### config.mk
export PLATFORM = sky130hd
export DESIGN_NAME = ifc_arbiter
export DESIGN_NICKNAME = d
export VERILOG_FILES = /design/src/rtl/ifc_arb_pkg.sv /design/src/rtl/ifc_rr_arb.sv /design/src/rtl/ifc_arbiter.sv
export SDC_FILE = /design/constraint.sdc
export NUM_CORES = 1
export LEC_CHECK = 0
export CORE_MARGIN = 2
export CORE_UTILIZATION = 36
export CTS_CLUSTER_DIAMETER = 50
export DETAILED_ROUTE_END_ITERATION = 8
export PLACE_DENSITY = 0.77
export SYNTH_ARGS = -nofsm -noshare
export SYNTH_HDL_FRONTEND = slang
export SYNTH_SLANG_ARGS = --single-unit
### constraint.sdc
create_clock -name CLK -period 1.45 [get_ports CLK]
set_clock_uncertainty 0.1 [all_clocks]
set_input_delay 0.29 -clock CLK [delete_from_list [all_inputs] [get_ports CLK]]
set_output_delay 0.29 -clock CLK [all_outputs]
set_load 0.01 [all_outputs]
### src/rtl/ifc_arb_pkg.sv
// Shared types and defaults for the register-interface round-robin arbiter.
package ifc_arb_pkg;

  typedef enum logic [1:0] {
    IDLE  = 2'd0,
    ISSUE = 2'd1,
    RESP  = 2'd2
  } state_t;

  localparam int DEF_AW      = 3;
  localparam int CNT_W       = 8;
  localparam int DEF_TIMEOUT = 16;

  // Width of a requester index; a single requester still needs one bit.
  function automatic int idx_w(input int n);
    return (n > 1) ? $clog2(n) : 1;
  endfunction

endpackage

### src/rtl/ifc_rr_arb.sv
// Combinational round-robin picker: the first valid requester found by
// searching upward from rr, wrapping modulo NREQ. Grant is one-hot or zero.
module ifc_rr_arb
  import ifc_arb_pkg::*;
#(
  parameter int NREQ = 2,
  parameter int IW   = idx_w(NREQ)
) (
  input  logic [NREQ-1:0] req_valid,
  input  logic [IW-1:0]   rr,
  output logic [NREQ-1:0] grant
);

  logic [IW-1:0] pos;
  logic          found;

  // Walk the requesters in priority order starting at rr; first hit wins.
  always_comb begin
    grant = '0;
    pos   = '0;
    found = 1'b0;
    for (int i = 0; i < NREQ; i++) begin
      pos = IW'((int'(rr) + i) % NREQ);
      if (!found && req_valid[pos]) begin
        grant[pos] = 1'b1;
        found      = 1'b1;
      end
    end
  end

endmodule

### src/rtl/ifc_arbiter.sv
// Round-robin arbiter sharing the single-port 8x1 register interface between
// NREQ requesters. One command in flight at a time: IDLE grants and latches a
// command, ISSUE drives the dut port until its rdy, RESP holds the response
// until the owner consumes it.
// Optional feature: define IFC_ARB_TIMEOUT_EN to abort a command whose rdy
// stays low for TIMEOUT cycles in ISSUE (response flagged with rsp_err).
module ifc_arbiter
  import ifc_arb_pkg::*;
#(
  parameter int NREQ    = 2,
  parameter int AW      = DEF_AW,
  parameter int TIMEOUT = DEF_TIMEOUT
) (
  input  logic             CLK,
  input  logic             RST,
  input  logic [NREQ-1:0]  req_valid,
  input  logic [NREQ-1:0]  req_write,
  input  logic [AW*NREQ-1:0] req_addr,
  input  logic [NREQ-1:0]  req_wdata,
  output logic [NREQ-1:0]  req_ready,
  output logic [NREQ-1:0]  rsp_valid,
  output logic             rsp_data,
  output logic             rsp_err,
  input  logic [NREQ-1:0]  rsp_ready,
  output logic [AW-1:0]    write_address,
  output logic             write_data,
  output logic             write_en,
  input  logic             write_rdy,
  output logic [AW-1:0]    read_address,
  output logic             read_en,
  input  logic             read_data,
  input  logic             read_rdy
);

  localparam int IW = idx_w(NREQ);

  state_t          state;
  state_t          next_state;
  logic [NREQ-1:0] grant;
  logic [IW-1:0]   grant_idx;
  logic [IW-1:0]   rr;
  logic [IW-1:0]   owner;
  logic            wr_q;
  logic [AW-1:0]   addr_q;
  logic            wdata_q;
  logic            rsp_data_q;
  logic            accept;
  logic            done;
  logic            stall_hit;

  ifc_rr_arb #(
    .NREQ (NREQ),
    .IW   (IW)
  ) u_rr_arb (
    .req_valid (req_valid),
    .rr        (rr),
    .grant     (grant)
  );

  // Encode the one-hot grant into an index for latching and rr update.
  always_comb begin
    grant_idx = '0;
    for (int i = 0; i < NREQ; i++) begin
      if (grant[i]) grant_idx = IW'(i);
    end
  end

  assign accept = (state == IDLE) && (|grant);
  assign done   = (state == ISSUE) && (wr_q ? write_rdy : read_rdy);

`ifdef IFC_ARB_TIMEOUT_EN
  logic [CNT_W-1:0] stall_cnt;
  logic             rsp_err_q;

  // The last stalled cycle before the limit aborts the command instead of
  // counting further; a rdy arriving in that same cycle still wins.
  assign stall_hit = (state == ISSUE) && !done &&
                     (stall_cnt == CNT_W'(TIMEOUT - 1));

  // Stall counter and abort flag, both restarted by each accept.
  always_ff @(posedge CLK or posedge RST) begin
    if (RST) begin
      stall_cnt <= '0;
      rsp_err_q <= 1'b0;
    end else begin
      if (accept) begin
        stall_cnt <= '0;
        rsp_err_q <= 1'b0;
      end else if ((state == ISSUE) && !done) begin
        stall_cnt <= stall_cnt + 1'b1;
      end
      if (stall_hit) rsp_err_q <= 1'b1;
    end
  end

  assign rsp_err = rsp_err_q;
`else
  assign stall_hit = 1'b0;
  assign rsp_err   = 1'b0;
`endif

  // State register.
  always_ff @(posedge CLK or posedge RST) begin
    if (RST) state <= IDLE;
    else     state <= next_state;
  end

  // Next-state logic: one command at a time, no grant outside IDLE.
  always_comb begin
    next_state = state;
    case (state)
      IDLE:    if (accept) next_state = ISSUE;
      ISSUE:   if (done || stall_hit) next_state = RESP;
      RESP:    if (rsp_ready[owner]) next_state = IDLE;
      default: next_state = IDLE;
    endcase
  end

  // Handshake outputs. req_ready is also masked by RST so that a requester
  // holding valid through reset never sees a grant while reset is applied.
  always_comb begin
    req_ready = '0;
    rsp_valid = '0;
    write_en  = 1'b0;
    read_en   = 1'b0;
    case (state)
      IDLE:    if (!RST) req_ready = grant;
      ISSUE: begin
        write_en = wr_q && write_rdy;
        read_en  = !wr_q && read_rdy;
      end
      RESP:    rsp_valid[owner] = 1'b1;
      default: ;
    endcase
  end

  // Command latch, round-robin pointer and response data register.
  always_ff @(posedge CLK or posedge RST) begin
    if (RST) begin
      owner      <= '0;
      wr_q       <= 1'b0;
      addr_q     <= '0;
      wdata_q    <= 1'b0;
      rr         <= '0;
      rsp_data_q <= 1'b0;
    end else begin
      if (accept) begin
        owner   <= grant_idx;
        wr_q    <= req_write[grant_idx];
        addr_q  <= req_addr[AW*grant_idx +: AW];
        wdata_q <= req_wdata[grant_idx];
        rr      <= (grant_idx == IW'(NREQ - 1)) ? '0 : grant_idx + 1'b1;
      end
      if (done)      rsp_data_q <= wr_q ? 1'b0 : read_data;
      if (stall_hit) rsp_data_q <= 1'b0;
    end
  end

  assign write_address = addr_q;
  assign read_address  = addr_q;
  assign write_data    = wdata_q;
  assign rsp_data      = rsp_data_q;

endmodule

==> results of run 1 <==
==> timing repair <==
| item | 4_1_cts | 5_1_grt |
|---|---|---|
| setup endpoints to repair | 14 | 13 |
| pin swaps | 6 | 4 |
| endpoints found under the hold margin | 0 | 0 |
| gates resized for setup | 37 | 11 |
| buffers inserted | 5 | 2 |
==> flip-flops by register name, summed over array words and instances, names as in the netlist <==
name,cells
write_data,1
rsp_data,1
wr_q,1
owner,1
state,2
rr,1
read_address,3
==> layout make-up <==
type                       instances  share of cell area [%]
inverter                          12                    4.15
multi-input combinational         39                    27.2
tap                               16                    1.84
clock buffer                       4                    3.34
timing repair buffer              49                    40.3
sequential                        10                    23.2
==> per-layer routing <==
layer	wire length, um	share of wire [%]	GRT usage (%)
met3	110	6.3	1.63
met1	701	40	21.8
met5	0	0	0
met4	73	4.2	15.2
met2	856	49	33.8
==> synth_stat cells (all sizes together) <==
| cell type | instances |
|---|---|
| dfrtp | 10 |
| nor2 | 5 |
| inv | 12 |
| nor3 | 1 |
| nor2b | 2 |
| nand2 | 4 |
| or2 | 1 |
| mux2i | 1 |
| nand2b | 2 |
| o221ai | 5 |
| conb | 1 |
| o22ai | 1 |
| nor3b | 1 |
| and3b | 1 |
| buf | 4 |
| a2bb2oi | 1 |
| a21bo | 2 |
| nand3 | 2 |
| o21ai | 8 |
| o2bb2ai | 1 |
==> final timing paths <==
kind	endpoint	slack [ps]	cells after the start
setup / recovery	req_ready[1]	-220	5
hold / removal	wr_q$_DFFE_PP0P_	250	2
setup reg to reg	read_address[2]$_DFFE_PP0P_	-170	7
hold reg to reg	read_address[1]$_DFFE_PP0P_	420	2
max in group asynchronous	state[0]$_DFFE_PP0P_	700	2
min in group CLK	rsp_data$_DFFE_PP0P_	340	4
==> logic make-up after synthesis <==
logic type	Yosys count
other cells	1
simple gates	19
buf+inv	16
mux	1
compound gates	18
flops	10
==> where the power goes <==
group	total (mW)	internal (mW)	leakage, nW	switching, mW
sequential	0.546	0.420	0.121	0.126
combinational	1.19	0.686	0.426	0.500
clock	0.264	0.153	0.0210	0.111
==> through the flow <==
step                      std cells  setup TNS (ps)  cell area (sq um)  worst slack, ps
after floorplan                  65               0                578              153
after global placement          120           -2550                971             -471
after detailed placement        120           -2830                971             -520
after CTS                       129            -908               1040             -198
after global routing            130           -2140               1090             -280
final                           130           -1610               1090             -216
==> impl_metrics.toml, run 1 <==
[status]
status = "finished, violations left"
failed_checks = "setup timing"

[sta]
finalHoldViolations = 0
rsz0062_at_grt = "true"
worst_hold_slack_ps = 254
finalSetupViolations = 11
finalCriticalPeriod_ps = 1670
slew_headroom_pct = 56.3
max_freq_mhz = 600
setup_ws_ps = -216
period_share_pct = 115
final_max_slew_viol_count = 0
tightestPinTransition_ps = 652

[synthesis]
synth_area_leaders = "dfrtp_1, inv_1, o221ai_1, o21ai_1, buf_4"
synthMuxAreaShare_pct = 1.73
syn_inst = 65
synth-seq-area-share_pct = 43.3
avgSynthCellArea_sq_um = 8.89
synth_seq_cells = 10
yosys.area.top_type_share_pct = 43.3
synth_top_family_by_area = "compound AO/OA/AOI/OAI gates"
synthesis.nets = 84
synth_compound_area_share_pct = 22.1
ys.warnings.count = 0
synthXorXnorAreaFrac_pct = 0
synth.distinct_cells = 22
synthSimpleGateAreaFrac_pct = 19.3
synthesis.area_sq_um = 578
synthAdderAreaFrac_pct = 0
synth_area_leader_cell = "dfrtp_1"

[power]
finalPower_mw = 2.00
leakage_nw = 0.568
power.density_mw_per_mm2 = 1840
ir_drop_v = 0.000855

[grt]
track_usage_pct = 19.5
grt_pass1_wl_mm = 2.72
grt_pass1_vias = 634
grt_start_max_net_pins = 11
overflow = 0
grt_antenna_before_repair = 0

[setup_path]
cp-startpoint = "state[0]$_DFFE_PP0P_"
cp-end-kind = "primary output"
critical_path_class = "reg -> out"
path_delay_family = "flip-flops"
required_ps = 1060
path_cells = "buf_6 > nor2_4 > nand3_2 > nor2_1 > buf_2"
critPathBufInv = 2
crit_arrival_ps = 1280
reg2reg_from = "state[1]$_DFFE_PP0P_"
cpMaxStageDelayCell = "dfrtp_2"
worst_path_largest_cell_delay_ps = 440
startpoint_type = "register"
cp_max_fo = 4

[die]
num_io_pins = 34
die_area_sq_mm = 0.00194
core_sq_mm = 0.00151
rows = 14
die_h_um = 44.1
die_w_um = 44.1
start_util_pct = 38.4

[clock_network]
clkLatencyLatePin_ps = 270
cts_num_sinks = 10
ctsHoldBuffers = 0
h-tree-depth = 1
cts_tree = "built"
cts_buffer_depth = 2
cts.reportedPaths.clkPinSlew_ps = 70
clockRootBuffer = "clkbuf_4"
cts_buffers = 3

[placed_design]
gp_congestion = 0.787
hpwl_mm = 1.14
io_buffers = 32

[layout]
area_delta_synth_final_pct = 87.9
diodes = 0
nNetsFinal = 134
layout_commonest_cell = "clkdlybuf4s50_1"
ff_latch_area_sq_um = 251
fillerInstances = 119
final_cell_mix = "clkdlybuf4s50_1, inv_1, buf_4"
drive_above_1_share_pct = 35.1
multiInputGateArea_sq_um = 295
post-route-util_pct = 72.1

[route]
vias_per_cell = 5.05
wl_per_cell_um = 13.4
drt.antenna.violating_nets = 0
remaining_drc_errors = 0
drt_wl_total_mm = 1.74
drtIter0Drc = 14
dr.pass1.iters = 4
vias = 657

[worst_hold_path]
hold_class = "in -> async"

[job]
drv_cap = 0
Power figures use the tool's default switching activity.
==> run 2, diff against run 1 <==
ABC_AREA = 1   (was default)
CORE_UTILIZATION = 35   (was 36)
PLACE_DENSITY = 0.76   (was 0.77)
==> run 2 against run 1 <==
The flow still finishes with violations (setup timing). Critical path depth did not move. Design area fell by 7.1%. Via count fell by 0.61%. Register-to-register slack improved by 230 ps. Sequential share of layout area grew 1.7 points. Flip-flop and latch count unchanged. Setup slack improved by 43 ps. Sequential power fell by 9.0%.
==> impl_metrics.toml, run 2 <==
[setup_path]
crit_arrival_ps = 1230
required_ps = 1060
cpMaxStageDelayCell = "dfrtp_1"
cp_max_fo = 3
startpoint_type = "register"
worst_path_largest_cell_delay_ps = 390
path_cells = "buf_6 > nor2_4 > nand2_2 > nor2_2 > buf_2"
cp-end-kind = "primary output"
critical_path_class = "reg -> out"

[synthesis]
syn_inst = 76
synth_seq_cells = 10
synth_area_leaders = "dfrtp_1, nand2_1, nand3_1, nand4_1, buf_4"
synthTopCellsByCount = "nand2_1, nand3_1, dfrtp_1"
async_flop_share_pct = 100
synthFlopType = "dfrtp_1"
synthesis.area_sq_um = 567
yosys.area.top_type_share_pct = 44.2
synth-edff-count = 0
synth_most_common_cell = "nand2_1"
synth_area_leader_cell = "dfrtp_1"
synth.distinct_cells = 12
synth-seq-area-share_pct = 44.2
avgSynthCellArea_sq_um = 7.46
synthesis.nets = 95
ys.warnings.count = 0

[placed_design]
gp_congestion = 0.776
hpwl_mm = 1.18
post-place-cells = 128
io_buffers = 32

[grt]
grt_antenna_before_repair = 0
overflow = 0
grt_pass1_wl_mm = 2.54
grt_pass1_vias = 622
grt_start_max_net_pins = 12
track_usage_pct = 18.4

[clock_network]
cts_buffers = 3
clockRootBuffer = "clkbuf_4"
cts_buffer_depth = 2
h-tree-depth = 1
cts_num_sinks = 10
cts.reportedPaths.clkPinSlew_ps = 70
ctsHoldBuffers = 0
cts_tree = "built"
clkLatencyLatePin_ps = 270

[route]
drt.antenna.violating_nets = 0
drt_wl_total_mm = 1.61
drtIter0Drc = 5
vias = 653
remaining_drc_errors = 0
wl_per_cell_um = 11.7
vias_per_cell = 4.73
dr.pass1.iters = 4

[sta]
finalHoldViolations = 0
worst_hold_slack_ps = 306
period_share_pct = 112
final_max_slew_viol_count = 0
max_freq_mhz = 616
rsz0062_at_grt = "true"
finalSetupViolations = 6
setup_ws_ps = -173
finalCriticalPeriod_ps = 1620

[layout]
layout_commonest_cell = "nand2_1"
largest_reg_flops = 3
area_delta_synth_final_pct = 77.9
fillerInstances = 136
final_cell_mix = "nand2_1, clkdlybuf4s50_1, buf_4"
final_cells = 138
nNetsFinal = 142
drive_above_1_share_pct = 28.7
diodes = 0

[status]
failed_checks = "setup timing"
status = "finished, violations left"

[die]
die_w_um = 44.2
rows = 14
die_area_sq_mm = 0.00196
core_sq_mm = 0.00151
num_io_pins = 34
start_util_pct = 37.6
die_h_um = 44.2

[power]
leakage_nw = 0.533
ir_drop_v = 0.00104
power.density_mw_per_mm2 = 1750

[worst_hold_path]
hold_class = "in -> async"

[job]
drv_cap = 0
## run 2: cell count changes after synthesis, moves of 2 or more
| cell | previous run | this run |
|---|---|---|
| o21ai_1 | 6 | 0 |
| nand3_2 | 2 | 0 |
| nand3_1 | 0 | 12 |
| nand2b_1 | 2 | 0 |
| a21bo_1 | 2 | 0 |
| o221ai_1 | 5 | 0 |
| nand2_1 | 4 | 22 |
| nor2b_1 | 2 | 0 |
| nor2_1 | 4 | 7 |
| nand4_1 | 0 | 5 |
| nand2_2 | 0 | 4 |
| inv_1 | 12 | 8 |
## run 2: power breakdown
part           switching, mW  total [mW]  internal [mW]
Combinational          0.506        1.02          0.512
Sequential            0.0832       0.497          0.414
Clock                  0.102       0.254          0.153
Total                  0.691        1.77           1.08
## run 2: cell type report
class / instances / area [sq um] / share of cell area, %
Inverter: 8 / 30.0 / 2.98
Timing Repair Buffer: 47 / 407 / 40.3
Sequential cell: 10 / 250 / 24.8
Clock buffer: 4 / 36.3 / 3.60
Multi-Input combinational cell: 53 / 265 / 26.3
Tap cell: 16 / 20.0 / 1.99
## run 2: cells by family (layout without fill, tap and decap cells)
group	after synthesis	count (layout)	share of synthesized area, %
AND/OR/NAND/NOR	51	51	41.7
buffers and inverters	13	59	12.6
flip-flops	10	10	44.2
other	1	1	0.662
AO/OA/AOI/OAI	1	1	0.882
## run 2: per-stage QoR
stage | worst slack, ps | power [mW] | cell area (sq um) | utilization, % | setup TNS (ps)
after floorplan | 149 | 1.04 | 567 | - | 0
after global placement | -594 | 1.45 | 933 | 62.0 | -2540
after detailed placement | -668 | 1.46 | 933 | 62.0 | -2800
after CTS | -168 | 1.73 | 992 | 65.9 | -822
after global routing | -251 | 1.91 | 1010 | 66.9 | -1400
final | -173 | 1.77 | 1010 | 66.9 | -898
## run 2: worst max-delay path, delay by kind of cell, from the launching register on
family | cells | cell delay [ps]
buffers and inverters | 2 | 260
flip-flops | 1 | 390
AND/OR/NAND/NOR | 3 | 310
## run 2: path summary, 6_finish.rpt
path	from	endpoint	slack, ps	depth (start not counted)
min in group CLK	rsp_data$_DFFE_PP0P_	rsp_data$_DFFE_PP0P_	380	2
min reg2reg	rsp_data$_DFFE_PP0P_	rsp_data$_DFFE_PP0P_	380	2
max reg2reg	state[0]$_DFFE_PP0P_	wr_q$_DFFE_PP0P_	60	7
max in group asynchronous	RST	read_address[1]$_DFFE_PP0P_	660	2
min	RST	state[0]$_DFFE_PP0P_	310	2
max	state[0]$_DFFE_PP0P_	req_ready[1]	-170	5
## run 2: metal layers
layer  wire length, um  vias to the layer above  track usage, %
li1                  -                      331               -
met1               644                      295            18.5
met2               818                       23            33.5
met3               100                        4            7.35
met4                46                        0            7.27
met5                 0                        -               0
## run 2: repair_timing
| item | in CTS | in global routing |
|---|---|---|
| pin swaps | 0 | 2 |
| setup endpoints to repair | 14 | 13 |
| buffers inserted | 5 | 1 |
| gates resized for setup | 37 | 2 |
